<file path="src/rtl/output_demuxer.sv">
// Receive-side channel demuxer: steers tagged words into three holding
// registers, assembles frames, flags bad ids, duplicates and timeouts.
// Ports: clk, arst (async active-low), channel/input_data/input_valid in;
// output_data, channel_valid, frame_data, frame_valid, frame_count,
// bad_channel, dup_error, timeout out; err_count out with DEMUX_ERRCNT_EN.
module output_demuxer #(
  parameter int DATA_W  = 16,
  parameter int TIMEOUT = 255,
  parameter int CNT_W   = 8
) (
  input  logic                clk,
  input  logic                arst,
  input  logic [3:0]          channel,
  input  logic [DATA_W-1:0]   input_data,
  input  logic                input_valid,
  output logic [3*DATA_W-1:0] output_data,
  output logic [2:0]          channel_valid,
  output logic [3*DATA_W-1:0] frame_data,
  output logic                frame_valid,
  output logic [CNT_W-1:0]    frame_count,
  output logic                bad_channel,
  output logic                dup_error,
`ifdef DEMUX_ERRCNT_EN
  output logic [7:0]          err_count,
`endif
  output logic                timeout
);

  localparam int IW = (TIMEOUT > 1) ? $clog2(TIMEOUT + 1) : 1;
  localparam logic [IW-1:0] TMO = IW'(TIMEOUT);
  localparam logic [IW-1:0] ONE = IW'(1);

  logic [2:0]          seen, seen_nxt;
  logic [IW-1:0]       idle_cnt, idle_nxt, idle_inc;
  logic [2:0]          ch_bit;
  logic                valid_id;
  logic [3*DATA_W-1:0] data_nxt, fd_nxt;
  logic [2:0]          cv_nxt;
  logic                fv_nxt, bad_nxt, dup_nxt, to_nxt;
  logic [CNT_W-1:0]    fc_nxt;

  assign idle_inc = idle_cnt + ONE;

  always_comb begin
    ch_bit = 3'b000;
    unique case (channel)
      4'h1:    ch_bit = 3'b001;
      4'h2:    ch_bit = 3'b010;
      4'h3:    ch_bit = 3'b100;
      default: ch_bit = 3'b000;
    endcase
  end

  assign valid_id = input_valid & (|ch_bit);

  always_comb begin
    data_nxt = output_data;
    fd_nxt   = frame_data;
    cv_nxt   = 3'b000;
    fv_nxt   = 1'b0;
    fc_nxt   = frame_count;
    bad_nxt  = 1'b0;
    dup_nxt  = 1'b0;
    to_nxt   = 1'b0;
    seen_nxt = seen;
    idle_nxt = idle_cnt;
    if (valid_id) begin
      for (int i = 0; i < 3; i++) begin
        if (ch_bit[i]) begin
          data_nxt[i*DATA_W +: DATA_W] = input_data;
        end
      end
      cv_nxt   = ch_bit;
      idle_nxt = '0;
      if (|(seen & ch_bit)) begin
        dup_nxt = 1'b1;
      end else if ((seen | ch_bit) == 3'b111) begin
        // snapshot includes the word arriving this cycle
        fd_nxt   = data_nxt;
        fv_nxt   = 1'b1;
        fc_nxt   = frame_count + CNT_W'(1);
        seen_nxt = 3'b000;
      end else begin
        seen_nxt = seen | ch_bit;
      end
    end else begin
      bad_nxt = input_valid;
      if (seen == 3'b000) begin
        idle_nxt = '0;
      end else if (TIMEOUT > 0) begin
        if (idle_inc == TMO) begin
          to_nxt   = 1'b1;
          seen_nxt = 3'b000;
          idle_nxt = '0;
        end else begin
          idle_nxt = idle_inc;
        end
      end
    end
  end

  always_ff @(posedge clk or negedge arst) begin
    if (!arst) begin
      output_data   <= '0;
      channel_valid <= '0;
      frame_data    <= '0;
      frame_valid   <= 1'b0;
      frame_count   <= '0;
      bad_channel   <= 1'b0;
      dup_error     <= 1'b0;
      timeout       <= 1'b0;
      seen          <= 3'b000;
      idle_cnt      <= '0;
    end else begin
      output_data   <= data_nxt;
      channel_valid <= cv_nxt;
      frame_data    <= fd_nxt;
      frame_valid   <= fv_nxt;
      frame_count   <= fc_nxt;
      bad_channel   <= bad_nxt;
      dup_error     <= dup_nxt;
      timeout       <= to_nxt;
      seen          <= seen_nxt;
      idle_cnt      <= idle_nxt;
    end
  end

`ifdef DEMUX_ERRCNT_EN
  always_ff @(posedge clk or negedge arst) begin
    if (!arst) begin
      err_count <= 8'h00;
    end else if ((bad_nxt | dup_nxt | to_nxt) && err_count != 8'hFF) begin
      err_count <= err_count + 8'd1;
    end
  end
`endif

endmodule

</file>
<file path="config.mk">
export PLATFORM = sky130hd
export DESIGN_NAME = output_demuxer
export DESIGN_NICKNAME = d
export VERILOG_FILES = /design/src/rtl/output_demuxer.sv
export SDC_FILE = /design/constraint.sdc
export NUM_CORES = 1
export LEC_CHECK = 0
export CAP_MARGIN = 20
export CORE_MARGIN = 2
export CORE_UTILIZATION = 50
export CTS_BUF_LIST = sky130_fd_sc_hd__clkbuf_8
export CTS_CLUSTER_SIZE = 24
export DETAILED_ROUTE_END_ITERATION = 7
export DONT_BUFFER_PORTS = 1
export PLACE_DENSITY = 0.63
export SLEW_MARGIN = 15
export SYNTH_ARGS = -nofsm -noshare
export SYNTH_HDL_FRONTEND = slang
export SYNTH_SLANG_ARGS = --single-unit
</file>
<file path="constraint.sdc">
create_clock -name clk -period 4.4 [get_ports clk]
set_input_delay 0.66 -clock clk [delete_from_list [all_inputs] [get_ports clk]]
set_output_delay 0.66 -clock clk [all_outputs]
set_load 0.05 [all_outputs]
</file>
# Word-level counts from Yosys, hierarchy flattened
# Index checks and enable logic that the tools add are counted.
[op_classes]
add_sub_neg = 2
eq_ne = 7
muxes = 22
bitwise = 4
n_reduce_logical = 6
[ops]
columns = ["operator", "n"]
rows = [
  ["16-bit two-way mux", 3],
  ["8-bit two-way mux", 3],
  ["3-bit two-way mux", 6],
  ["8-bit by 1-bit adder with 8-bit output (second input constant)", 2],
  ["1-bit two-way mux", 9],
  ["3-bit one-hot mux with 3 select lines", 1],
  ["4-bit by 2-bit equality test with 1-bit output (second input constant)", 2],
  ["8-bit equality test (second input constant)", 1],
  ["3-bit AND reduction", 2],
  ["3-bit OR reduction", 2],
  ["4-bit by 1-bit equality test with 1-bit output (second input constant)", 1],
  ["2-bit inequality test (second input constant)", 2],
  ["3-bit AND", 1],
  ["3-bit equality test (second input constant)", 1],
  ["3-bit logical NOT", 1],
  ["3-bit bitwise OR", 1],
  ["2-bit nonzero test", 1],
  ["1-bit AND", 1],
  ["1-bit NOT", 1],
]
[totals]
register_bits = 122
input_bits = 23
output_inout_bits = 111
wordCells = 51

# Longest topological paths before layout
[depth]
word_depth = 7
ltp_mapped = 7
ltp_nobuf = 7

# Worst setup path after synthesis
# Ideal clock, no wire load.
[synth_path]
path_type = "in2reg"
startpoint = "input channel[3]"
endpoint = "register frame_data[10]"
arrival_time_ns = 2.262
t_required_ns = 4.275
path_slack_ns = 2.013
stages = 6
cell_sequence = "or2_1 > nor3b_1 > buf_2 > clkbuf_1 > mux2_2 > mux2_4"
[synth_via]
elab_chain_len = 6
[synth_lines]
columns = ["item", "line_no", "rtl"]
rows = [
  ["from (decl)", "13", "input logic [3:0] channel,"],
  ["4-bit by 2-bit equality test with 1-bit output / 4-bit by 1-bit equality test with 1-bit output (equally long branches)", "46", "unique case (channel)"],
  ["3-bit one-hot mux with 3 select lines (*)", "46", ""],
  ["3-bit AND", "75", "if (|(seen & ch_bit)) begin"],
  ["3-bit OR reduction", "75", ""],
  ["1-bit NOT (no line)", "-", ""],
  ["3-bit AND reduction (no line)", "-", ""],
  ["to (signal assigned)", "117", "frame_data <= fd_nxt;"],
  ["to (decl)", "18", "output logic [3*DATA_W-1:0] frame_data,"],
]
# Every way passes the cells marked *; elsewhere a longest branch is shown, timed or not.
# A chain may end at the register's enable or synchronous reset.

# Worst setup path after layout
[layout_path]
startpoint = "input channel[2]"
endpoint = "register frame_data[31]"
# The elaborated chain is that of the path after synthesis.

==> flow_metrics.py <==
metrics = {
    "synthesis": {
        "yosysTopAreaCellShare_pct": 53.90,
        "ys_warn_count": 0,
        "synth_cell_type_count": 40,
        "syn-mean-instance-area_um2": 14.79,
        "synth_area_mm2": 0.005664,
        "synth_edf_count": 0,
        "synth_cells": 383,
        "synth_flop_cell": "dfrtp_1",
        "syn-num-nets": 409,
        "synth_top_cell_by_area": "dfrtp_1",
        "yosysMostFrequentCell": "dfrtp_1",
        "ys_top_cells_by_count": "dfrtp_1 (122), mux2_2 (97), mux2_4 (48)",
        "synth-seq-area-share_pct": 53.90,
        "synth.top_cells.by_area": "dfrtp_1 (54%), mux2_2 (19%), mux2_4 (13%), xnor2_1 (1.4%), buf_6 (0.99%)",
        "async_flop_share_pct": 100.0,
        "synth_seq_cells": 122,
    },
    "pwr": {
        "power_mw": 2.943,
        "leakagePower_nw": 2.995,
        "pwr_density_cell_mw_per_mm2": 474.3,
        "peakVddDrop_mv": 0.3000,
    },
    "routing": {
        "firstDrtPassIters": 4,
        "viasPerCell": 5.836,
        "avgRoutedWirePerCell_um": 22.17,
        "finalWirelength_um": 12060,
        "drtIter0Drc": 153,
        "post-route-drc-count": 0,
        "vias": 3175,
        "postRouteAntennaNets": 0,
    },
    "timing": {
        "layout_setup_ws_ns": 1.754,
        "worst_pin_slew_ns": 1.011,
        "rsz0062_at_grt": "no",
        "fmax_mhz": 377.9,
        "period_needed_ns": 2.646,
        "drv_slew": 0,
        "slew_headroom_pct": 32.57,
        "setup_viol": 0,
        "fin_skew_ns": 0.008098,
        "fin_crit_sh_pct": 60.14,
        "hold_violations": 0,
        "setup_tns_ns": 0,
    },
    "worst_setup_path": {
        "path_class": "input port to flip-flop",
        "r2r_cells": 5,
        "worst-endpoint-arrival_ns": 2.95,
        "r2r-end": "frame_data[47]",
        "critPathMaxFanout": 51,
        "crit_path_top_delay_cell": "nand2_4",
        "cp_cell_sequence": "and4bb_1, buf_4, xnor2_1, a211oi_4, nand2_4, mux2_4",
        "cp_top_family": "simple AND/OR/NAND/NOR gates",
        "worst-path-buf-inv": 1,
        "max_stage_delay_ns": 0.61,
        "critPathRequiredTime_ns": 4.71,
        "rrSetupSlack_ns": 1.87,
        "startpoint_type": "input port",
        "cp-end-kind": "flip-flop",
        "timing.rr.start": "seen[0]",
    },
    "cts": {
        "clockBufferDepth": 2,
        "cts.clk_slew.worst_paths_ns": 0.07,
        "clockRootBuffer": "clkbuf_8",
        "clk_latency_ns": 0.43,
        "clkSinkCount": 122,
        "numCtsBuffers": 17,
        "cts_tree": "built",
        "postCtsSetupBuffers": 0,
        "htreeDepth": 4,
    },
    "cells_and_area": {
        "diodes": 0,
        "final_util_pct": 56.75,
        "syn_to_final_growth_pct": 9.565,
        "drive_gt1_share_pct": 46.29,
        "nets": 417,
        "n_fill_cell": 890,
    },
    "outcome": {
        "status": "finished clean",
    },
    "hold_path": {
        "hold_path_class": "input port to asynchronous set/reset pin",
    },
    "floorplan": {
        "die_h_um": 110.4,
        "die_w_um": 110.4,
        "num_rows": 38,
        "start_util_pct": 51.80,
        "coreArea_mm2": 0.01094,
        "dieArea_mm2": 0.01220,
        "ios": 134,
    },
    "grt": {
        "first_global_vias": 3343,
        "grt_pass1_wl_um": 19390,
        "grt_antenna_before_repair": 0,
        "grt_use_total_pct": 20.51,
        "grt_max_degree": 123,
        "gr-total-overflow": 0,
    },
    "placed_design": {
        "port_buffers": 0,
        "place_congestion": 0.8058,
        "post-place-ws_ns": 1.303,
        "post-dp-hpwl_um": 7541,
    },
    "job": {
        "drv_cap": 0,
    },
}
## layout make-up
type | instances | area (um2) | area share, %
Multi-Input combinational cell | 240 | 2501 | 40.30
Inverter | 5 | 18.77 | 0.3024
Timing Repair Buffer | 5 | 57.56 | 0.9274
Sequential cell | 122 | 3053 | 49.19
Clock inverter | 10 | 97.59 | 1.573
Clock buffer | 22 | 302.8 | 4.879
Tap cell | 140 | 175.2 | 2.823
## cells by family after synthesis
logic type | share of synthesized area, %
and+or+nand+nor | 6.097
muxes | 32.21
buffers and inverters | 2.209
xor gates and xnor gates | 1.701
adders and majority gates | 0.6628
AOI/OAI and AO/OA | 3.225
DFF | 53.90
## placed cells by master (no fill, tap or decap), drive strengths merged, types with 5 or more instances in the layout
cell type	count
clkinv	6
dfrtp	122
clkbuf	22
mux2	146
nor2	14
o21ai	5
inv	7
xnor2	9
a211oi	6
buf	5
nand2	7
nand3	6
and2	6
## worst reg2reg max path, stage by stage (launching register included)
cell and delay, ns:
dfrtp_1 0.43, and3b_1 0.21, o21ai_0 0.37, a211oi_4 0.18
nand2_4 0.77, mux2_2 0.45
## worst max path at each step
stage	start	cells after the start	endpoint
finish	channel[2]	6	frame_data[31]
floorplan	channel[3]	6	frame_data[10]
detailed placement	channel[2]	6	frame_data[25]
global placement	channel[2]	6	frame_data[30]
CTS	channel[2]	6	frame_data[25]
global route	channel[2]	6	frame_data[31]
## where the power goes
group / total, mW / internal [mW] / switching (mW) / leakage, nW
combinational: 0.250 / 0.163 / 0.0869 / 1.15
sequential: 1.70 / 1.22 / 0.478 / 1.62
clock: 0.998 / 0.569 / 0.428 / 0.221
## state kept, by name (all words and copies together), names as in the netlist
| signal | cells |
|---|---|
| frame_valid | 1 |
| frame_count | 8 |
| channel_valid | 3 |
| timeout | 1 |
| idle_cnt | 8 |
| seen | 3 |
| output_data | 48 |
| bad_channel | 1 |
| dup_error | 1 |
| frame_data | 48 |
## metrics by stage
| stage | hold WS [ns] | instances | area [um2] |
|---|---|---|---|
| floorplan | 0.3644 | 383 | 5664 |
| global placement | 0.3676 | 511 | 5778 |
| detailed placement | 0.3672 | 511 | 5778 |
| CTS | 0.2081 | 544 | 6206 |
| global route | 0.2337 | 544 | 6206 |
| finish | 0.2132 | 544 | 6206 |
## routing by layer
layer | track usage (%) | share of wire (%)
met5 | 0 | 0
met4 | 7.333 | 1.3
met3 | 8.946 | 8.4
met2 | 32.15 | 47
met1 | 25.34 | 43
## timing repair
action / in CTS / in global routing
hold endpoints to repair: 122 / 0
gates resized for setup: 0 / 0
hold buffers: 1 / 0
No activity file was read; power rests on OpenSTA's default activity.
